**config.mk**
```make
export PLATFORM = sky130hd
export DESIGN_NAME = tx_byte_fifo
export DESIGN_NICKNAME = d
export VERILOG_FILES = /design/src/rtl/tx_byte_fifo.sv
export SDC_FILE = /design/constraint.sdc
export NUM_CORES = 1
export LEC_CHECK = 0
export CAP_MARGIN = 0
export CORE_ASPECT_RATIO = 0.9
export CORE_MARGIN = 2
export CORE_UTILIZATION = 55
export DETAILED_ROUTE_END_ITERATION = 7
export MAX_ROUTING_LAYER = met4
export PLACE_DENSITY_LB_ADDON = 0.1
export SLEW_MARGIN = 5
export SYNTH_ARGS = -nofsm -noshare
export SYNTH_HDL_FRONTEND = slang
export SYNTH_SLANG_ARGS = --single-unit
```
**constraint.sdc**
```tcl
create_clock -name clk_bit -period 3.2 [get_ports clk_bit]
set_input_delay 0.64 -clock clk_bit [delete_from_list [all_inputs] [get_ports clk_bit]]
set_output_delay 0.64 -clock clk_bit [all_outputs]
set_load 0.1 [all_outputs]
```
**src/rtl/tx_byte_fifo.sv**
```systemverilog
// Show-ahead byte FIFO feeding the tx serialiser in the bit-clock domain.
// A start threshold or flush opens a burst; the burst closes when the FIFO drains.
module tx_byte_fifo #(
  parameter int ADDR_W      = 4,
  parameter int START_LEVEL = 4
) (
  input  logic              clk_bit,
  input  logic              rst,
  input  logic [7:0]        wr_data,
  input  logic              wr_en,
  input  logic              flush,
  input  logic              read_enable,
  output logic [7:0]        d_out,
  output logic              d_out_valid,
  output logic              full,
  output logic [ADDR_W:0]   count,
  output logic              overflow,
  output logic              underrun,
  input  logic              clear_status
);

  localparam int              DEPTH     = 1 << ADDR_W;
  localparam logic [ADDR_W:0] DEPTH_CNT = (ADDR_W + 1)'(DEPTH);
  localparam logic [ADDR_W:0] START_CNT = (ADDR_W + 1)'(START_LEVEL);
  localparam logic [ADDR_W:0] ONE_CNT   = (ADDR_W + 1)'(1);
  localparam logic [ADDR_W-1:0] ONE_PTR = ADDR_W'(1);

  typedef enum logic {
    S_WAIT,
    S_STREAM
  } state_t;

  logic [7:0]        mem [DEPTH];

  state_t            state_q, state_d;
  logic [ADDR_W-1:0] wr_ptr_q, wr_ptr_d;
  logic [ADDR_W-1:0] rd_ptr_q, rd_ptr_d;
  logic [ADDR_W:0]   count_q, count_d;
  logic              full_q, full_d;
  logic              overflow_q, overflow_d;
  logic              underrun_q, underrun_d;

  logic              pop;
  logic              push;
  logic              push_rejected;
  logic              valid;

  // Output is gated so d_out reads 8'h00 whenever nothing is on offer.
  always_comb begin
    valid         = (state_q == S_STREAM) && (count_q != '0);
    pop           = read_enable && valid;
    push          = wr_en && (!full_q || pop);
    push_rejected = wr_en && full_q && !pop;
  end

  always_comb begin
    wr_ptr_d = wr_ptr_q;
    rd_ptr_d = rd_ptr_q;
    count_d  = count_q;
    if (push) begin
      wr_ptr_d = wr_ptr_q + ONE_PTR;
    end
    if (pop) begin
      rd_ptr_d = rd_ptr_q + ONE_PTR;
    end
    if (push && !pop) begin
      count_d = count_q + ONE_CNT;
    end else if (pop && !push) begin
      count_d = count_q - ONE_CNT;
    end
    full_d = (count_d == DEPTH_CNT);
  end

  // Transitions look at the post-edge occupancy so the burst opens one cycle after the threshold push.
  always_comb begin
    state_d = state_q;
    case (state_q)
      S_WAIT: begin
        if ((count_d >= START_CNT) || (flush && (count_d != '0))) begin
          state_d = S_STREAM;
        end
      end
      S_STREAM: begin
        if (count_d == '0) begin
          state_d = S_WAIT;
        end
      end
      default: state_d = S_WAIT;
    endcase
  end

  // Sticky flags: a set event in the same cycle as clear_status wins.
  always_comb begin
    overflow_d = clear_status ? 1'b0 : overflow_q;
    underrun_d = clear_status ? 1'b0 : underrun_q;
    if (push_rejected) begin
      overflow_d = 1'b1;
    end
    if ((state_q == S_STREAM) && (count_q == '0) && read_enable) begin
      underrun_d = 1'b1;
    end
  end

  always_ff @(posedge clk_bit or negedge rst) begin
    if (!rst) begin
      state_q    <= S_WAIT;
      wr_ptr_q   <= '0;
      rd_ptr_q   <= '0;
      count_q    <= '0;
      full_q     <= 1'b0;
      overflow_q <= 1'b0;
      underrun_q <= 1'b0;
    end else begin
      state_q    <= state_d;
      wr_ptr_q   <= wr_ptr_d;
      rd_ptr_q   <= rd_ptr_d;
      count_q    <= count_d;
      full_q     <= full_d;
      overflow_q <= overflow_d;
      underrun_q <= underrun_d;
    end
  end

  // Storage is deliberately left unreset.
  always_ff @(posedge clk_bit) begin
    if (push) begin
      mem[wr_ptr_q] <= wr_data;
    end
  end

  always_comb begin
    d_out       = valid ? mem[rd_ptr_q] : 8'h00;
    d_out_valid = valid;
    full        = full_q;
    count       = count_q;
    overflow    = overflow_q;
    underrun    = underrun_q;
  end

endmodule

```
==> results.json <==
{
  "ys.flop_type": "edfxtp_1",
  "synthToLayoutAreaGrowth_pct": 21.4,
  "numPortBuffers": 30,
  "final_common_cell": "edfxtp_1",
  "root_buffer": "clkbuf_16",
  "busiest_layer": "met2",
  "clock_latency_ns": 0.42,
  "drtIter0Drc": 236,
  "finalSetupTns_ns": 0,
  "crit_family": "compound AO/OA/AOI/OAI gates",
  "critPathMaxStageDelay_ns": 0.51,
  "fmax_mhz": 326,
  "n_antenna_cell": 0,
  "fin_crit_ns": 3.07,
  "end_kind": "output port",
  "crit_type": "flop to output port",
  "status": "finished clean",
  "dp_hpwl_mm": 7.72,
  "wl_per_cell_um": 23.4,
  "vias": 3039,
  "hold_viol": 0,
  "ys_ff_latch": 145,
  "cts_setup_buffers": 0,
  "crit_arrival_ns": 2.43,
  "num-nets-final": 380,
  "yosysTopAreaCellShare_pct": 64.5,
  "crit_top_cell": "buf_12",
  "antenna_left": 0,
  "dieArea_um2": 11700,
  "finalMaxSlewViolations": 0,
  "fin_skew_ns": 0.00983,
  "cts.sinks": 145,
  "routabilityCongestion": 0.834,
  "synth-edff-count": 128,
  "start_util_pct": 55.8,
  "ioPinCount": 31,
  "grt_pass1_wl_mm": 18.5,
  "rsz0062_at_grt": "false",
  "grt_pass1_vias": 3181,
  "drive_above_1_share_pct": 28.5,
  "path_buf_inv": 2,
  "rows": 36,
  "core_um2": 10700,
  "slowest_stage": "mux4_2",
  "slew_headroom_pct": 46.3,
  "wirelength_mm": 11.8,
  "syn-num-nets": 337,
  "globalRouteMet3Util_pct": 5.94,
  "cp.required_ns": 2.56,
  "syn_area_per_cell_um2": 18.9,
  "post-route-period-util_pct": 96.0,
  "whs_ns": 0.519,
  "netlist_instances": 316,
  "hold_class": "flop to flop",
  "detail_route.vias_per_cell": 6.02,
  "finalSetupViolCount": 0,
  "grt_max_degree": 22,
  "final_cell_mix": "128 x edfxtp_1, 32 x mux4_2, 17 x clkbuf_16, 17 x buf_4",
  "maxCapViolCount": 0,
  "cts_buffers": 17,
  "clk_pin_slew_ns": 0.06,
  "h-tree-depth": 4,
  "first_pass_iters": 4,
  "yosys_warnings": 0,
  "chipWidth_um": 114,
  "cts_max_path_buffers": 2,
  "antenna_found_initial": 0,
  "cts_tree": "built",
  "worst_pin_slew_ns": 0.803,
  "grt_use_total_pct": 23.3,
  "synthArstFlopShare_pct": 11.7,
  "synth.largest_area_cell": "edfxtp_1",
  "cp-start-kind": "flop",
  "grt.overflow.total": 0,
  "r2r_slack_ns": 0.42,
  "die_y_um": 103,
  "synth.distinct_cells": 44,
  "gr-usage-met1_pct": 29.9,
  "critPathMaxFanout": 20,
  "synth.area.top_cells": "edfxtp_1 64%, mux4_2 12%, dfrtp_1 7.1%",
  "crit_chain": "buf_12, mux4_2, nor2b_1, a211oi_1, a211oi_4, buf_12",
  "use_met2_pct": 36.8,
  "syn_area_um2": 5960,
  "route.detailed.drc": 0,
  "seq_area_frac_synth_pct": 71.6
}
-- metrics by stage --
stage	cells	setup slack (ns)	utilization [%]	area [um^2]
final	505	0.129	67.8	7230
after global routing	505	0.0101	67.8	7230
after CTS	505	0.0790	67.6	7220
after detailed placement	473	0.305	62.1	6630
after global placement	473	0.382	62.1	6630
after floorplan	316	0.0570	-	6070
-- path summary, 6_finish.rpt --
path	start	to	cells past startpoint
hold / removal	overflow	overflow	1
min in group asynchronous	rst	count[3]	1
max in group asynchronous	rst	count[0]	1
setup / recovery	rd_ptr_q[0]	d_out[2]	6
hold reg to reg	overflow	overflow	1
setup reg to reg	count[0]	state_q	7
-- routing by layer --
| layer | share of wire (%) | vias to the layer above |
|---|---|---|
| li1 | - | 1366 |
| met3 | 3.2 | 10 |
| met5 | 0 | - |
| met1 | 44 | 1592 |
| met2 | 51 | 71 |
| met4 | 1.1 | 0 |
-- sequential cells by signal, summed over array words and instances (netlist names) --
register and cells:
state_q 1, rd_ptr_q 4, full 1, underrun 1, count 5, overflow 1, wr_ptr_q 4, mem 128
-- cell type report --
| class | instances | area [um^2] |
|---|---|---|
| tap | 133 | 166 |
| sequential | 145 | 4280 |
| clock inverter | 14 | 165 |
| multi-input combinational | 146 | 1710 |
| clock buffer | 18 | 429 |
| fill | 697 | 3440 |
| inverter | 9 | 33.8 |
| timing repair buffer | 40 | 458 |
-- cells by family (layout without fill, tap and decap cells) --
family                   count (synthesis)  in the layout  synth area share [%]
AO/OA/AOI/OAI                           32             32                  3.93
XOR/XNOR                                 9              9                  1.32
adder cells (fa/ha/maj)                  7              7                  1.47
buffers and inverters                   25             81                  1.78
flip-flops                             145            145                  71.6
multiplexers                            44             44                  14.2
AND/OR/NAND/NOR                         54             54                  5.69
-- Yosys cell counts, types with 2 or more instances --
master and number:
edfxtp_1 128, mux4_2 32, dfrtp_1 17, a211oi_1 16, inv_1 9, mux2i_1 9
and3_1 8, nor2b_1 8, and2_1 7, clkbuf_1 7, ha_1 7, nand2_1 7
xnor2_1 7, buf_2 4, nor2_1 4, buf_1 3, nand3_1 3, nand4_1 3
nor3_1 3, nor4_1 3, a21oi_1 2, a22o_1 2, buf_4 2, mux2_1 2
o21ai_0 2, o21ai_1 2, xor2_1 2
-- repair_timing --
action | CTS | global route
hold buffers | 0 | 0
cloned | 0 | 0
setup endpoints to repair | 6 | 2
gates resized for setup | 1 | 2
Power is left out: the tool's default activity adds up to more than one toggle a clock period on the data nets, which glitch-free logic cannot reach.
